`src/rtl/uart_pkg.sv`:
```
// Shared definitions for the memory-mapped UART: register map, STATUS bit
// positions, TX/RX state encodings and the baud divisor helper.
package uart_pkg;

    localparam logic [1:0] REG_TXDATA  = 2'd0;
    localparam logic [1:0] REG_RXDATA  = 2'd1;
    localparam logic [1:0] REG_STATUS  = 2'd2;
    localparam logic [1:0] REG_CONTROL = 2'd3;

    localparam int ST_TX_FULL     = 0;
    localparam int ST_TX_EMPTY    = 1;
    localparam int ST_RX_NONEMPTY = 2;
    localparam int ST_RX_FULL     = 3;
    localparam int ST_TX_BUSY     = 4;
    localparam int ST_OVERRUN     = 5;
    localparam int ST_FRAME_ERR   = 6;

    typedef enum logic [1:0] {TX_IDLE, TX_START, TX_DATA, TX_STOP} tx_state_t;
    typedef enum logic [1:0] {RX_IDLE, RX_START, RX_DATA, RX_STOP} rx_state_t;

    // Rounded clock cycles per bit period.
    function automatic int uart_div(input int clk_freq, input int baud_rate);
        return (clk_freq + baud_rate / 2) / baud_rate;
    endfunction

endpackage

```
`src/rtl/sync_fifo.sv`:
```
// Single-clock FIFO with show-ahead output; a push while full is accepted
// when a pop happens in the same cycle.
module sync_fifo #(
    parameter int WIDTH = 8,
    parameter int DEPTH = 16,
    localparam int AW = $clog2(DEPTH)
) (
    input  logic             clk,
    input  logic             reset,
    input  logic             push,
    input  logic             pop,
    input  logic [WIDTH-1:0] din,
    output logic [WIDTH-1:0] dout,
    output logic             full,
    output logic             empty,
    output logic [AW:0]      count
);

    localparam logic [AW:0] FULL_CNT = (AW + 1)'(DEPTH);

    logic [WIDTH-1:0] mem [DEPTH];
    logic [AW-1:0]    wr_ptr;
    logic [AW-1:0]    rd_ptr;
    logic             do_push;
    logic             do_pop;

    assign full    = (count == FULL_CNT);
    assign empty   = (count == '0);
    assign do_pop  = pop & ~empty;
    assign do_push = push & (~full | do_pop);
    assign dout    = mem[rd_ptr];

    always_ff @(posedge clk) begin
        if (reset) begin
            wr_ptr <= '0;
            rd_ptr <= '0;
            count  <= '0;
        end else begin
            if (do_push) wr_ptr <= wr_ptr + 1'b1;
            if (do_pop)  rd_ptr <= rd_ptr + 1'b1;
            case ({do_push, do_pop})
                2'b10:   count <= count + 1'b1;
                2'b01:   count <= count - 1'b1;
                default: ;
            endcase
        end
    end

    always_ff @(posedge clk) begin
        if (do_push) mem[wr_ptr] <= din;
    end

endmodule

```
`src/rtl/mmio_uart.sv`:
```
// Memory-mapped 8N1 UART with TX/RX FIFOs, sticky error flags and an
// optional registered interrupt (enabled by defining UART_IRQ_EN).
module mmio_uart #(
    parameter int          CLK_FREQ   = 150000000,
    parameter int          BAUD_RATE  = 115200,
    parameter int          FIFO_DEPTH = 16,
    parameter logic [31:0] BASE_ADDR  = 32'h40000020
) (
    input  logic        clk,
    input  logic        reset,
    input  logic        read,
    input  logic        write,
    input  logic [31:0] address,
    input  logic [31:0] write_data,
    output logic [31:0] read_data,
    output logic        hit,
    input  logic        rx,
    output logic        tx,
    output logic        irq
);
    import uart_pkg::*;

    localparam int DIV = uart_div(CLK_FREQ, BAUD_RATE);
    localparam int CW  = $clog2(DIV);
    localparam int AW  = $clog2(FIFO_DEPTH);
    localparam logic [CW-1:0] BIT_LAST  = CW'(DIV - 1);
    localparam logic [CW-1:0] HALF_LAST = CW'(DIV / 2 - 1);

    logic [1:0]  reg_sel;
    logic        sts_wr;
    logic        tx_push, tx_pop, tx_full, tx_empty, tx_busy;
    logic [7:0]  tx_dout;
    logic [AW:0] tx_count;
    logic        rx_pop, rx_full, rx_empty;
    logic [7:0]  rx_dout;
    logic [AW:0] rx_count;
    logic [7:0]  rx_count8;
    logic        overrun, frame_err;
    logic [1:0]  ctrl;
    logic [31:0] status;

    assign hit     = (address >= BASE_ADDR) && (address <= BASE_ADDR + 32'd15);
    assign reg_sel = address[3:2];
    // Fullness is sampled before the edge, so a concurrent TX pop cannot rescue a write.
    assign tx_push = hit & write & (reg_sel == REG_TXDATA) & ~tx_full;
    assign rx_pop  = hit & read & (reg_sel == REG_RXDATA) & ~rx_empty;
    assign sts_wr  = hit & write & (reg_sel == REG_STATUS);

    sync_fifo #(.WIDTH(8), .DEPTH(FIFO_DEPTH)) u_tx_fifo (
        .clk(clk), .reset(reset), .push(tx_push), .pop(tx_pop), .din(write_data[7:0]),
        .dout(tx_dout), .full(tx_full), .empty(tx_empty), .count(tx_count)
    );

    // ---------------- transmitter ----------------
    tx_state_t     tx_state, tx_state_nxt;
    logic [CW-1:0] tx_cnt, tx_cnt_nxt;
    logic [2:0]    tx_bit, tx_bit_nxt;
    logic [7:0]    tx_shift, tx_shift_nxt;
    logic          tx_tick;

    assign tx_tick = (tx_cnt == BIT_LAST);
    assign tx_busy = (tx_state != TX_IDLE);

    always_ff @(posedge clk) begin
        if (reset) begin
            tx_state <= TX_IDLE;
            tx_cnt   <= '0;
            tx_bit   <= '0;
            tx_shift <= '0;
        end else begin
            tx_state <= tx_state_nxt;
            tx_cnt   <= tx_cnt_nxt;
            tx_bit   <= tx_bit_nxt;
            tx_shift <= tx_shift_nxt;
        end
    end

    always_comb begin
        tx_state_nxt = tx_state;
        tx_cnt_nxt   = tx_cnt;
        tx_bit_nxt   = tx_bit;
        tx_shift_nxt = tx_shift;
        tx_pop       = 1'b0;
        tx           = 1'b1;
        if (tx_state != TX_IDLE) tx_cnt_nxt = tx_tick ? '0 : tx_cnt + 1'b1;
        case (tx_state)
            TX_IDLE: if (!tx_empty) begin
                tx_pop       = 1'b1;
                tx_shift_nxt = tx_dout;
                tx_cnt_nxt   = '0;
                tx_state_nxt = TX_START;
            end
            TX_START: begin
                tx = 1'b0;
                if (tx_tick) begin
                    tx_bit_nxt   = '0;
                    tx_state_nxt = TX_DATA;
                end
            end
            TX_DATA: begin
                tx = tx_shift[0];
                if (tx_tick) begin
                    tx_shift_nxt = {1'b0, tx_shift[7:1]};
                    tx_bit_nxt   = tx_bit + 3'd1;
                    if (tx_bit == 3'd7) tx_state_nxt = TX_STOP;
                end
            end
            TX_STOP: if (tx_tick) begin
                // Chain straight into the next start bit so frames stay contiguous.
                if (!tx_empty) begin
                    tx_pop       = 1'b1;
                    tx_shift_nxt = tx_dout;
                    tx_state_nxt = TX_START;
                end else begin
                    tx_state_nxt = TX_IDLE;
                end
            end
            default: tx_state_nxt = TX_IDLE;
        endcase
    end

    // ---------------- receiver ----------------
    rx_state_t     rx_state, rx_state_nxt;
    logic [CW-1:0] rx_cnt, rx_cnt_nxt;
    logic [2:0]    rx_bit, rx_bit_nxt;
    logic [7:0]    rx_shift, rx_shift_nxt;
    logic [1:0]    rx_sync;
    logic          rx_s, rx_prev, rx_done, rx_ferr;

    assign rx_s = rx_sync[1];

    always_ff @(posedge clk) begin
        if (reset) begin
            rx_sync  <= 2'b11;
            rx_prev  <= 1'b1;
            rx_state <= RX_IDLE;
            rx_cnt   <= '0;
            rx_bit   <= '0;
            rx_shift <= '0;
        end else begin
            rx_sync  <= {rx_sync[0], rx};
            rx_prev  <= rx_s;
            rx_state <= rx_state_nxt;
            rx_cnt   <= rx_cnt_nxt;
            rx_bit   <= rx_bit_nxt;
            rx_shift <= rx_shift_nxt;
        end
    end

    always_comb begin
        rx_state_nxt = rx_state;
        rx_cnt_nxt   = rx_cnt + 1'b1;
        rx_bit_nxt   = rx_bit;
        rx_shift_nxt = rx_shift;
        rx_done      = 1'b0;
        rx_ferr      = 1'b0;
        case (rx_state)
            RX_IDLE: begin
                rx_cnt_nxt = '0;
                if (rx_prev && !rx_s) rx_state_nxt = RX_START;
            end
            RX_START: if (rx_cnt == HALF_LAST) begin
                rx_cnt_nxt   = '0;
                rx_bit_nxt   = '0;
                rx_state_nxt = rx_s ? RX_IDLE : RX_DATA;
            end
            RX_DATA: if (rx_cnt == BIT_LAST) begin
                rx_cnt_nxt   = '0;
                rx_shift_nxt = {rx_s, rx_shift[7:1]};
                rx_bit_nxt   = rx_bit + 3'd1;
                if (rx_bit == 3'd7) rx_state_nxt = RX_STOP;
            end
            RX_STOP: if (rx_cnt == BIT_LAST) begin
                rx_cnt_nxt   = '0;
                rx_state_nxt = RX_IDLE;
                rx_done      = rx_s;
                rx_ferr      = ~rx_s;
            end
            default: rx_state_nxt = RX_IDLE;
        endcase
    end

    sync_fifo #(.WIDTH(8), .DEPTH(FIFO_DEPTH)) u_rx_fifo (
        .clk(clk), .reset(reset), .push(rx_done), .pop(rx_pop), .din(rx_shift),
        .dout(rx_dout), .full(rx_full), .empty(rx_empty), .count(rx_count)
    );

    // A new error in the same cycle as a clear wins, so no event is lost.
    always_ff @(posedge clk) begin
        if (reset) begin
            overrun   <= 1'b0;
            frame_err <= 1'b0;
        end else begin
            if (sts_wr && write_data[ST_OVERRUN])   overrun   <= 1'b0;
            if (sts_wr && write_data[ST_FRAME_ERR]) frame_err <= 1'b0;
            if (rx_done && rx_full && !rx_pop)      overrun   <= 1'b1;
            if (rx_ferr)                            frame_err <= 1'b1;
        end
    end

`ifdef UART_IRQ_EN
    always_ff @(posedge clk) begin
        if (reset) begin
            ctrl <= 2'b00;
            irq  <= 1'b0;
        end else begin
            if (hit && write && reg_sel == REG_CONTROL) ctrl <= write_data[1:0];
            irq <= (~rx_empty & ctrl[0]) | (tx_empty & ~tx_busy & ctrl[1]);
        end
    end
`else
    assign ctrl = 2'b00;
    assign irq  = 1'b0;
`endif

    // ---------------- register read ----------------
    always_comb begin
        rx_count8 = (int'(rx_count) > 255) ? 8'hff : 8'(rx_count);
        status                 = '0;
        status[ST_TX_FULL]     = tx_full;
        status[ST_TX_EMPTY]    = tx_empty;
        status[ST_RX_NONEMPTY] = ~rx_empty;
        status[ST_RX_FULL]     = rx_full;
        status[ST_TX_BUSY]     = tx_busy;
        status[ST_OVERRUN]     = overrun;
        status[ST_FRAME_ERR]   = frame_err;
        status[15:8]           = rx_count8;
    end

    always_comb begin
        read_data = '0;
        if (hit && read) begin
            case (reg_sel)
                REG_RXDATA:  read_data = {24'b0, rx_empty ? 8'h00 : rx_dout};
                REG_STATUS:  read_data = status;
                REG_CONTROL: read_data = {30'b0, ctrl};
                default:     read_data = '0;
            endcase
        end
    end

    logic unused;
    assign unused = ^{address[1:0], write_data[31:8], tx_count};

endmodule

```
`config.mk`:
```
export PLATFORM = sky130hd
export DESIGN_NAME = mmio_uart
export DESIGN_NICKNAME = d
export VERILOG_FILES = /design/src/rtl/uart_pkg.sv /design/src/rtl/sync_fifo.sv /design/src/rtl/mmio_uart.sv
export SDC_FILE = /design/constraint.sdc
export NUM_CORES = 1
export LEC_CHECK = 0
export ABC_CLOCK_PERIOD_IN_PS = 5700
export BUFFER_PORTS_ARGS = -buffer_cell sky130_fd_sc_hd__buf_2
export CORE_MARGIN = 10
export CORE_UTILIZATION = 50
export CTS_BUF_LIST = sky130_fd_sc_hd__clkbuf_16
export DETAILED_ROUTE_END_ITERATION = 8
export MAX_ROUTING_LAYER = met4
export PLACE_DENSITY = 0.71
export SKIP_LAST_GASP = 1
export SYNTH_ARGS = -nofsm -noshare
export SYNTH_HDL_FRONTEND = slang
export SYNTH_HIERARCHICAL = 1
export SYNTH_SLANG_ARGS = --single-unit
```
`constraint.sdc`:
```
create_clock -name clk -period 5.7 [get_ports clk]
set_clock_uncertainty 0.15 [all_clocks]
set_input_delay 0.57 -clock clk [delete_from_list [all_inputs] [get_ports clk]]
set_output_delay 0.57 -clock clk [all_outputs]
set_load 0.01 [all_outputs]
```
=== Yosys cells after proc, flatten, opt, wreduce, memory -nomap -nowiden ===
Memory sizes are Yosys's and may differ from the RTL's. A register that Yosys moved wholly into a read port is not among the register bits.
Cells that the tools add are included.

* Output and inout bits: 35
* Input port bits: 69
* Memory bits (writable): 256
* Register bits: 79
* Memories: 2
* Word-level logic and storage cells: 166

{| class="wikitable"
|+ Memory list
! memory !! depth !! width !! read ports !! clocked after memory_dff !! write ports !! RTL line !! RTL
|-
| u_rx_fifo.mem || 16 || 8 || 1 || 1 || 1 || sync_fifo.sv:21 || <nowiki>logic [WIDTH-1:0] mem [DEPTH];</nowiki>
|-
| u_tx_fifo.mem || 16 || 8 || 1 || 1 || 1 || sync_fifo.sv:21 ||
|}

* Bitwise operators: 18
* Multiplexer cells: 56
* Magnitude comparators: 2
* Reduce and logical (&&, ||, !) cells: 29
* Equality and inequality tests: 29
* Add/subtract/negate cells: 12

{| class="wikitable"
|+ Operators by type and width
! operator !! number
|-
| $mux W11 || 6
|-
| $pmux W11 S3 || 1
|-
| $ge A32 B31 Y1 const B || 1
|-
| $le A32 B31 Y1 const B || 1
|-
| $mux W8 || 4
|-
| $pmux W13 S2 || 1
|-
| $pmux W8 S3 || 1
|-
| $add A11 B1 Y11 const B || 2
|-
| $eq A11 B11 Y1 const B || 2
|-
| $mux W2 || 11
|-
| $ne A2 B2 Y1 const B || 10
|-
| $pmux W5 S2 || 2
|-
| $add A4 B1 Y4 const B || 4
|-
| $mux W4 || 4
|-
| $pmux W2 S4 || 2
|-
| $mux W1 || 15
|-
| $eq A2 B2 Y1 const B || 7
|-
| $reduce_bool A2 Y1 || 7
|-
| $mux W13 || 1
|-
| $mux W3 || 4
|-
| $pmux W3 S2 || 2
|-
| $and A1 B1 Y1 || 11
|-
| $eq A11 B10 Y1 const B || 1
|-
| $add A5 B1 Y5 const B || 2
|-
| 17 further kinds || 44
|}

=== Logic depth before layout (Yosys ltp) ===
Gate-level depths: netlist (run 1).

* Depth in word-level cells: 10
* Depth in mapped cells: 15
* Depth with buffers taken out: 14

=== By module ===
Netlist (run 1), hierarchy kept.

{| class="wikitable"
|+ Modules (own cells, without submodules)
! module !! cells an instance !! area an instance (µm²) !! instances !! seq. area each (µm²)
|-
| sync_fifo || 325 || 5866.9 || 2 || 4184.0
|-
| mmio_uart || 365 || 3138.0 || 1 || 1061.0
|}

=== Least setup slack after synthesis (run 1) ===
Ideal clock, no wire load.

* Kind: register -> register
* Start point: reg tx_cnt[0]
* End point: reg u_tx_fifo.count[4]
* Required time: 5.416 ns
* Stages on the path, launching flop included: 13
* Path buffers: 0
* Library setup time: 0.134 ns
* Setup slack: 2.079 ns
* Arrival: 3.337 ns
* Clock period less this slack: 3.621 ns
* Path through: dfxtp_1 ha_1 nand4bb_1 nor3_1 a21oi_1 nor3_1 nor2b_1 o21ai_2 fa_1 nand2b_1 o2bb2ai_1 mux2i_1 or4_1

* Word-level cells in the longest chain between the ends: 8
* Elaborated cells on any way between the ends: 10
* Those cells by class: 3 x eq/ne; 3 x mux; 3 x bitwise; 1 x reduce/logical

{| class="wikitable"
|+ Ends and longest elaborated chain
! element !! RTL line !! RTL
|-
| from (decl) || mmio_uart.sv:56 || <nowiki>logic [CW-1:0] tx_cnt, tx_cnt_nxt;</nowiki>
|-
| from (signal assigned) || mmio_uart.sv:72 || <nowiki>tx_cnt <= tx_cnt_nxt;</nowiki>
|-
| $eq A11 B11 Y1 * || mmio_uart.sv:61 || <nowiki>assign tx_tick = (tx_cnt == BIT_LAST);</nowiki>
|-
| $mux W1 * || mmio_uart.sv:108 || <nowiki>TX_STOP: if (tx_tick) begin</nowiki>
|-
| $pmux W1 S2 * || mmio_uart.sv:86 || <nowiki>case (tx_state)</nowiki>
|-
| via tx_pop || mmio_uart.sv:31 || <nowiki>logic tx_push, tx_pop, tx_full, tx_empty, tx_busy;</nowiki>
|-
| $and A1 B1 Y1 * || sync_fifo.sv:29 || <nowiki>assign do_pop = pop & ~empty;</nowiki>
|-
| $or A1 B1 Y1 || sync_fifo.sv:30 || <nowiki>assign do_push = push & (~full | do_pop);</nowiki>
|-
| $and A1 B1 Y1 || sync_fifo.sv:30 ||
|-
| $eq A2 B1 Y1 / $eq A2 B2 Y1 (equally long branches) || sync_fifo.sv:41 || <nowiki>case ({do_push, do_pop})</nowiki>
|-
| $pmux W5 S2 / $reduce_bool A2 Y1 (equally long branches) || n/a ||
|-
| to (signal assigned) || sync_fifo.sv:42 || <nowiki>2'b10: count <= count + 1'b1;</nowiki>
|-
| to (signal assigned) || sync_fifo.sv:43 || <nowiki>2'b01: count <= count - 1'b1;</nowiki>
|-
| to (decl) || sync_fifo.sv:16 || <nowiki>output logic [AW:0] count</nowiki>
|}

The timed path passes the listed nets; every way through them passes the cells marked *.
A chain may end at the register's enable or synchronous reset.

=== Worst setup path after layout (run 1) ===
Ends and elaborated chain as after synthesis.

==> results of run 1 <==
[flip-flops by register name, indices dropped and copies added, names as in the netlist, named ones only]
| name | flops |
|---|---|
| frame_err | 1 |
| overrun | 1 |
| rx_bit | 3 |
| rx_cnt | 11 |
| rx_prev | 1 |
| rx_shift | 8 |
| rx_state | 1 |
| rx_sync | 2 |
| tx_bit | 3 |
| tx_cnt | 11 |
| tx_shift | 8 |
| tx_state | 2 |
| u_rx_fifo/count | 5 |
| u_rx_fifo/mem | 128 |
| u_rx_fifo/rd_ptr | 4 |
| u_rx_fifo/wr_ptr | 4 |
| u_tx_fifo/count | 5 |
| u_tx_fifo/mem | 128 |
| u_tx_fifo/rd_ptr | 4 |
| u_tx_fifo/wr_ptr | 4 |
[layer usage]
metal  vias up  GRT usage, %
met1      4321         22.12
li1       4040             -
met4         0         4.234
met2       283         27.51
met5         -             -
met3        38         3.036
[through the flow]
step	hold slack [ps]	util, %	std cells	instance area [um^2]	power [mW]
2_1_floorplan	239.5	-	1034	14940	2.995
3_3_place_gp	263.2	52.53	1427	15490	3.071
3_5_place_dp	243.4	52.53	1427	15490	3.081
4_1_cts	157.2	56.70	1491	16720	5.469
5_1_grt	141.2	56.70	1491	16720	5.617
6_report	153.6	56.70	1491	16720	5.424
[cell families (layout without fill, tap and decap cells)]
logic type / after synthesis / in the layout
other cells: 1 / 20
buf+inv: 115 / 182
flops: 343 / 343
simple gates: 267 / 267
compound gates: 143 / 143
fa+ha+maj: 35 / 35
mux: 92 / 92
xor+xnor: 19 / 19
[path summary, 6_finish.rpt]
kind                    from                 end  slack, ps  cells after the start
setup / recovery   tx_cnt[0]  u_tx_fifo/count[4]       1680                     13
hold / removal            rx          rx_sync[0]        150                      2
setup reg to reg   tx_cnt[0]  u_tx_fifo/count[4]       1680                     13
hold reg to reg   rx_sync[0]          rx_sync[1]        270                      1
[where the power goes]
group	total (mW)	switching (mW)	internal [mW]
registers	2.73	0.0311	2.70
logic	0.299	0.187	0.112
clock network	2.40	0.957	1.44
[Yosys cell counts (3+ instances only)]
| cell type | number | area share, % |
|---|---|---|
| a21o_1 | 3 | 0.15 |
| a21oi_1 | 24 | 0.81 |
| a22oi_1 | 38 | 1.9 |
| a311oi_1 | 8 | 0.47 |
| a41o_1 | 3 | 0.20 |
| and2_1 | 11 | 0.46 |
| and3_1 | 14 | 0.59 |
| and4_1 | 7 | 0.41 |
| buf_1 | 5 | 0.13 |
| buf_2 | 8 | 0.27 |
| buf_4 | 20 | 1.0 |
| clkbuf_1 | 34 | 0.86 |
| dfxtp_1 | 87 | 12 |
| edfxtp_1 | 256 | 52 |
| ha_1 | 33 | 2.8 |
| inv_1 | 43 | 1.1 |
| mux2i_1 | 28 | 1.9 |
| mux4_2 | 64 | 9.7 |
| nand2_1 | 31 | 0.78 |
| nand2b_1 | 13 | 0.55 |
| nand3_1 | 26 | 0.87 |
| nand4_1 | 10 | 0.42 |
| nor2_1 | 70 | 1.8 |
| nor2b_1 | 10 | 0.42 |
| nor3_1 | 14 | 0.47 |
| nor3b_1 | 7 | 0.35 |
| nor4_1 | 19 | 0.80 |
| nor4b_1 | 4 | 0.24 |
| o2111ai_1 | 6 | 0.35 |
| o211ai_1 | 4 | 0.20 |
| o21a_1 | 9 | 0.45 |
| o21ai_0 | 11 | 0.37 |
| o21ai_2 | 4 | 0.24 |
| o311a_1 | 3 | 0.20 |
| o41ai_1 | 5 | 0.29 |
| or2_2 | 7 | 0.29 |
| or3_1 | 5 | 0.21 |
| or4_1 | 5 | 0.25 |
| xnor2_1 | 5 | 0.29 |
| xor2_1 | 14 | 0.82 |
[area by class of cell]
class	instances	area [um^2]
Clock buffer	36	900.9
Clock inverter	28	327.8
Fill cell	2285	12760
Inverter	45	168.9
Multi-Input combinational cell	576	4994
Sequential cell	343	9432
Tap cell	390	488.0
Timing Repair Buffer	73	405.4
[worst reg2reg max path, stage by stage (launching register included)]
cell       delay, ps
dfxtp_1          430
ha_1             200
nand4bb_1        160
nor3_1           710
a21oi_1          170
nor3_1           180
buf_4            220
nor2b_1          180
o21ai_2           90
inv_2            170
ha_1             290
o2bb2ai_1        320
a2111oi_0        120
or4_1            530
==> reports/metrics.yaml, run 1 <==
drv_slew: 0
fin_nets: 1178
crit_type: "flip-flop to flip-flop"
vias: 8682
synth_top_family_by_area: "multiplexers"
numClockSinks: 343
holdCritPathClass: "input port to flip-flop"
wl_met1_mm: 12.95
required_ps: 5960
grt_usage_pct: 17.07
synth_area_mm2: 0.01487
ant_nets: 0
cpMaxStageDelayCell: "nor3_1"
antenna_found_initial: 0
setup_viol: 0
gp_congestion: 0.8054
post_cts_buffers: 0
cts_buffers: 35
hold_violations: 0
status: "complete, no violations"
clk_latency_ps: 540
port_buffers: 57
synth_xor_area_share_pct: 1.119
dr_wl_met2_mm: 15.10
dieArea_mm2: 0.03704
synthAdderAreaFrac_pct: 3.046
fp.coreArea_mm2: 0.02948
drt-total-wl_mm: 30.56
fp.dieH_um: 192.5
grt_max_degree: 34
cp-start-kind: "flip-flop"
syn_to_final_growth_pct: 12.40
worst-path-max-fanout: 11
critical_path.endpoint_type: "flip-flop"
max_freq_mhz: 249.0
synth_compound_area_share_pct: 7.269
ys_seq_area_share_pct: 63.40
rsz0062_at_grt: "false"
synthDistinctLibCells: 68
synth-simple-area-share_pct: 9.978
maxSlewHeadroom_pct: 25.65
grt.overflow.total: 0
layout_common_cells: "edfxtp_1 (256), dfxtp_1 (85), nor2_1 (70), mux4_2 (64), buf_2 (57)"
crit_chain: "ha_1 > nand4bb_1 > nor3_1 > a21oi_1 > nor3_1 > buf_4 > nor2b_1 > o21ai_2 > inv_2 > ha_1 > o2bb2ai_1 > a2111oi_0 > or4_1"
synth_mux_area_share_pct: 11.58
post_route_cells_drive_above_1_share_pct: 19.89
synth_warnings: 6
synth-edff-count: 256
wl_per_cell_um: 20.50
cts_resized: 0
first_global_vias: 8651
die_w_um: 192.5
ir_worst_vdd_mv: 0.2821
htreeDepth: 2
pin_count: 104
crit_family: "simple AND/OR/NAND/NOR gates"
n_antenna_cell: 0
hold_buffers: 0
async_flop_share_pct: 0
drt-initial-drc-count: 627
powerDensity_mw_per_mm2: 324.5
synth.avg_cell_area_um2: 14.65
period_share_pct: 70.46
final_common_cell: "edfxtp_1"
p_leak_nw: 5.839
initial_core_util_pct: 50.45
grt_pass1_wl_mm: 48.09
syn_inst: 1015
ys.flop_type: "edfxtp_1"
dpl_worst_slack_ps: 1566
finalCriticalPeriod_ps: 4016
top_layer: "met4"
worstPathArrival_ps: 4280
cts_buffer_depth: 3
cts_tree: "yes"
cts_root_buf: "clkbuf_16"
drv_cap: 0
via_per_inst: 5.823
critPathBufInv: 2
dp_hpwl_mm: 20.37
max_stage_delay_ps: 710
worst_slack_ps: 1684
setup_tns_ps: 0
ys_ff_latch: 343
firstDrtPassIters: 5
drcViolationCount: 0
rows: 63
worstMarginPinSlew_ps: 1115
wl_met3_mm: 2.011
clk_pin_slew_ps: 60
No activity file was read; power rests on OpenSTA's default activity.
==> run 2: changes to the inputs <==
--- a/config.mk
+++ b/config.mk
@@ -5,14 +5,14 @@
 export SDC_FILE = /design/constraint.sdc
 export NUM_CORES = 1
 export LEC_CHECK = 0
-export ABC_CLOCK_PERIOD_IN_PS = 5700
+export ABC_CLOCK_PERIOD_IN_PS = 3400
 export BUFFER_PORTS_ARGS = -buffer_cell sky130_fd_sc_hd__buf_2
 export CORE_MARGIN = 10
 export CORE_UTILIZATION = 50
 export CTS_BUF_LIST = sky130_fd_sc_hd__clkbuf_16
 export DETAILED_ROUTE_END_ITERATION = 8
 export MAX_ROUTING_LAYER = met4
-export PLACE_DENSITY = 0.71
+export PLACE_DENSITY = 0.74
 export SKIP_LAST_GASP = 1
 export SYNTH_ARGS = -nofsm -noshare
 export SYNTH_HDL_FRONTEND = slang
==> constraint.sdc (replaced) <==
create_clock -name clk -period 3.4 [get_ports clk]
set_clock_uncertainty 0.15 [all_clocks]
set_input_delay 0.34 -clock clk [delete_from_list [all_inputs] [get_ports clk]]
set_output_delay 0.34 -clock clk [all_outputs]
set_load 0.01 [all_outputs]
==> run 2 against run 1 <==
Compared with the run above: die area is the same; sequential share of layout area shrank 1.2 points; clock-buffer cell count is the same; worst hold slack lost 120 ps; via count grew 2.4%; power grew 65%; global-route usage grew 0.26 points; critical endpoint unchanged; wire length grew 1.2%; register-to-register slack lost 1500 ps; combinational power grew 86%; critical path type unchanged; sequential power grew 67%.
==> reports/metrics.yaml, run 2 (synthesized netlist as in run 1, its figures left out) <==
grt_max_degree: 33
grt_usage_pct: 17.33
finalCriticalPeriod_ps: 3232
drt-initial-drc-count: 782
worstPathArrival_ps: 3480
grt_pass1_wl_mm: 49.02
max_freq_mhz: 309.4
antenna_found_initial: 0
drv_slew: 0
required_ps: 3650
numClockSinks: 343
fp.dieH_um: 192.5
die_w_um: 192.5
first_global_vias: 8894
drv_cap: 0
nFillCells: 2273
firstDrtPassIters: 5
wl_per_cell_um: 20.05
syn_to_final_growth_pct: 14.76
layout_common_cells: "edfxtp_1 (256), dfxtp_1 (85), nor2_1 (69), buf_4 (64), mux4_2 (64)"
maxSlewHeadroom_pct: 37.46
post-route-util_pct: 57.89
critical_path.endpoint_type: "flip-flop"
grt.overflow.total: 0
setup_viol: 0
drcViolationCount: 0
hold_violations: 0
gp_congestion: 0.8168
fin_nets: 1229
cts_root_buf: "clkbuf_16"
max_stage_delay_ps: 480
ant_nets: 0
reg.largest.list: "u_rx_fifo/mem: 128 flops, u_tx_fifo/mem: 128 flops"
pin_count: 104
clk_latency_ps: 530
vias: 8891
cts_tree: "yes"
fp.coreArea_mm2: 0.02948
crit_type: "flip-flop to flip-flop"
n_antenna_cell: 0
holdCritPathClass: "input port to flip-flop"
cpMaxStageDelayCell: "or4_1"
dieArea_mm2: 0.03704
htreeDepth: 2
clk_pin_slew_ps: 60
final_common_cell: "edfxtp_1"
cp-start-kind: "flip-flop"
hold_slack_ps: 35.61
dp_hpwl_mm: 20.69
ir_worst_vdd_mv: 0.4872
status: "complete, no violations"
placedInstanceArea_mm2: 0.01587
crit_path_frequent_cell: "nor3_2"
p_leak_nw: 6.079
cts_buffers: 36
period_share_pct: 95.05
post_route_cells_drive_above_1_share_pct: 23.87
rows: 63
power_mw: 8.931
worstMarginPinSlew_ps: 938.1
cts_buffer_depth: 3
initial_core_util_pct: 50.45
via_per_inst: 5.766
dp_cells: 1476
powerDensity_mw_per_mm2: 523.3
drt-total-wl_mm: 30.92
stdcell_count: 1542
fin_area_mm2: 0.01707
crit_chain: "inv_1 > ha_1 > nand4bb_1 > nor3_2 > a21oi_2 > nor3_2 > nor2b_4 > o21ai_2 > fa_2 > nand2b_1 > o2bb2ai_2 > nor3b_1 > or4_1"
port_buffers: 57
worst-path-max-fanout: 3
run 2: routing by layer:
layer | vias up | share of wire, % | track usage (%) | wire length (um)
li1 | 4134 | - | - | -
met1 | 4417 | 40 | 21.00 | 12470
met2 | 272 | 51 | 28.74 | 15620
met3 | 68 | 5.8 | 2.801 | 1787
met4 | 0 | 3.3 | 6.649 | 1034
met5 | - | 0 | - | 0
run 2: path summary, 6_finish.rpt:
kind | slack [ps] | endpoint | cells after the start | from
max | 170 | u_tx_fifo/count[4] | 13 | tx_cnt[1]
min | 40 | u_tx_fifo/mem[6][4] | 1 | write_data[4]
max reg2reg | 170 | u_tx_fifo/count[4] | 13 | tx_cnt[1]
min reg2reg | 330 | rx_sync[1] | 1 | rx_sync[0]
run 2: per-stage QoR:
step	TNS, ps	setup slack, ps
global route	-22.31	-22.31
floorplan	-25.22	-25.22
CTS	0	136.4
global placement	0	209.1
detailed placement	0	130.2
finish	0	168.4
run 2: worst max-delay path: cells and delay by family (launching register included):
kind	cells	cell delay, ps
AOI/OAI and AO/OA	3	350
adders and majority gates	2	500
buffers and inverters	1	50
DFF	1	310
and+or+nand+nor	7	1740
run 2: area by class of cell:
| class | count | area, um^2 | area share (%) |
|---|---|---|---|
| clock inverters | 29 | 245.2 | 1.437 |
| repair buffers | 123 | 795.8 | 4.663 |
| flip-flops and latches | 343 | 9432 | 55.26 |
| multi-input cells | 576 | 5036 | 29.51 |
| well taps | 390 | 488.0 | 2.859 |
| inverters | 45 | 168.9 | 0.9897 |
| clock buffers | 36 | 900.9 | 5.279 |
run 2: what timing repair did:
item                       in CTS  in global routing
setup endpoints to repair       0                  2
hold buffers                    1                  0
gates resized for setup         0                  9
buffers inserted                0                  0
hold endpoints to repair        1                  0
run 2: power by group:
group	switching, mW	internal [mW]
clock	1.62	2.18
sequential	0.0480	4.52
combinational	0.333	0.222
total	2.00	6.93
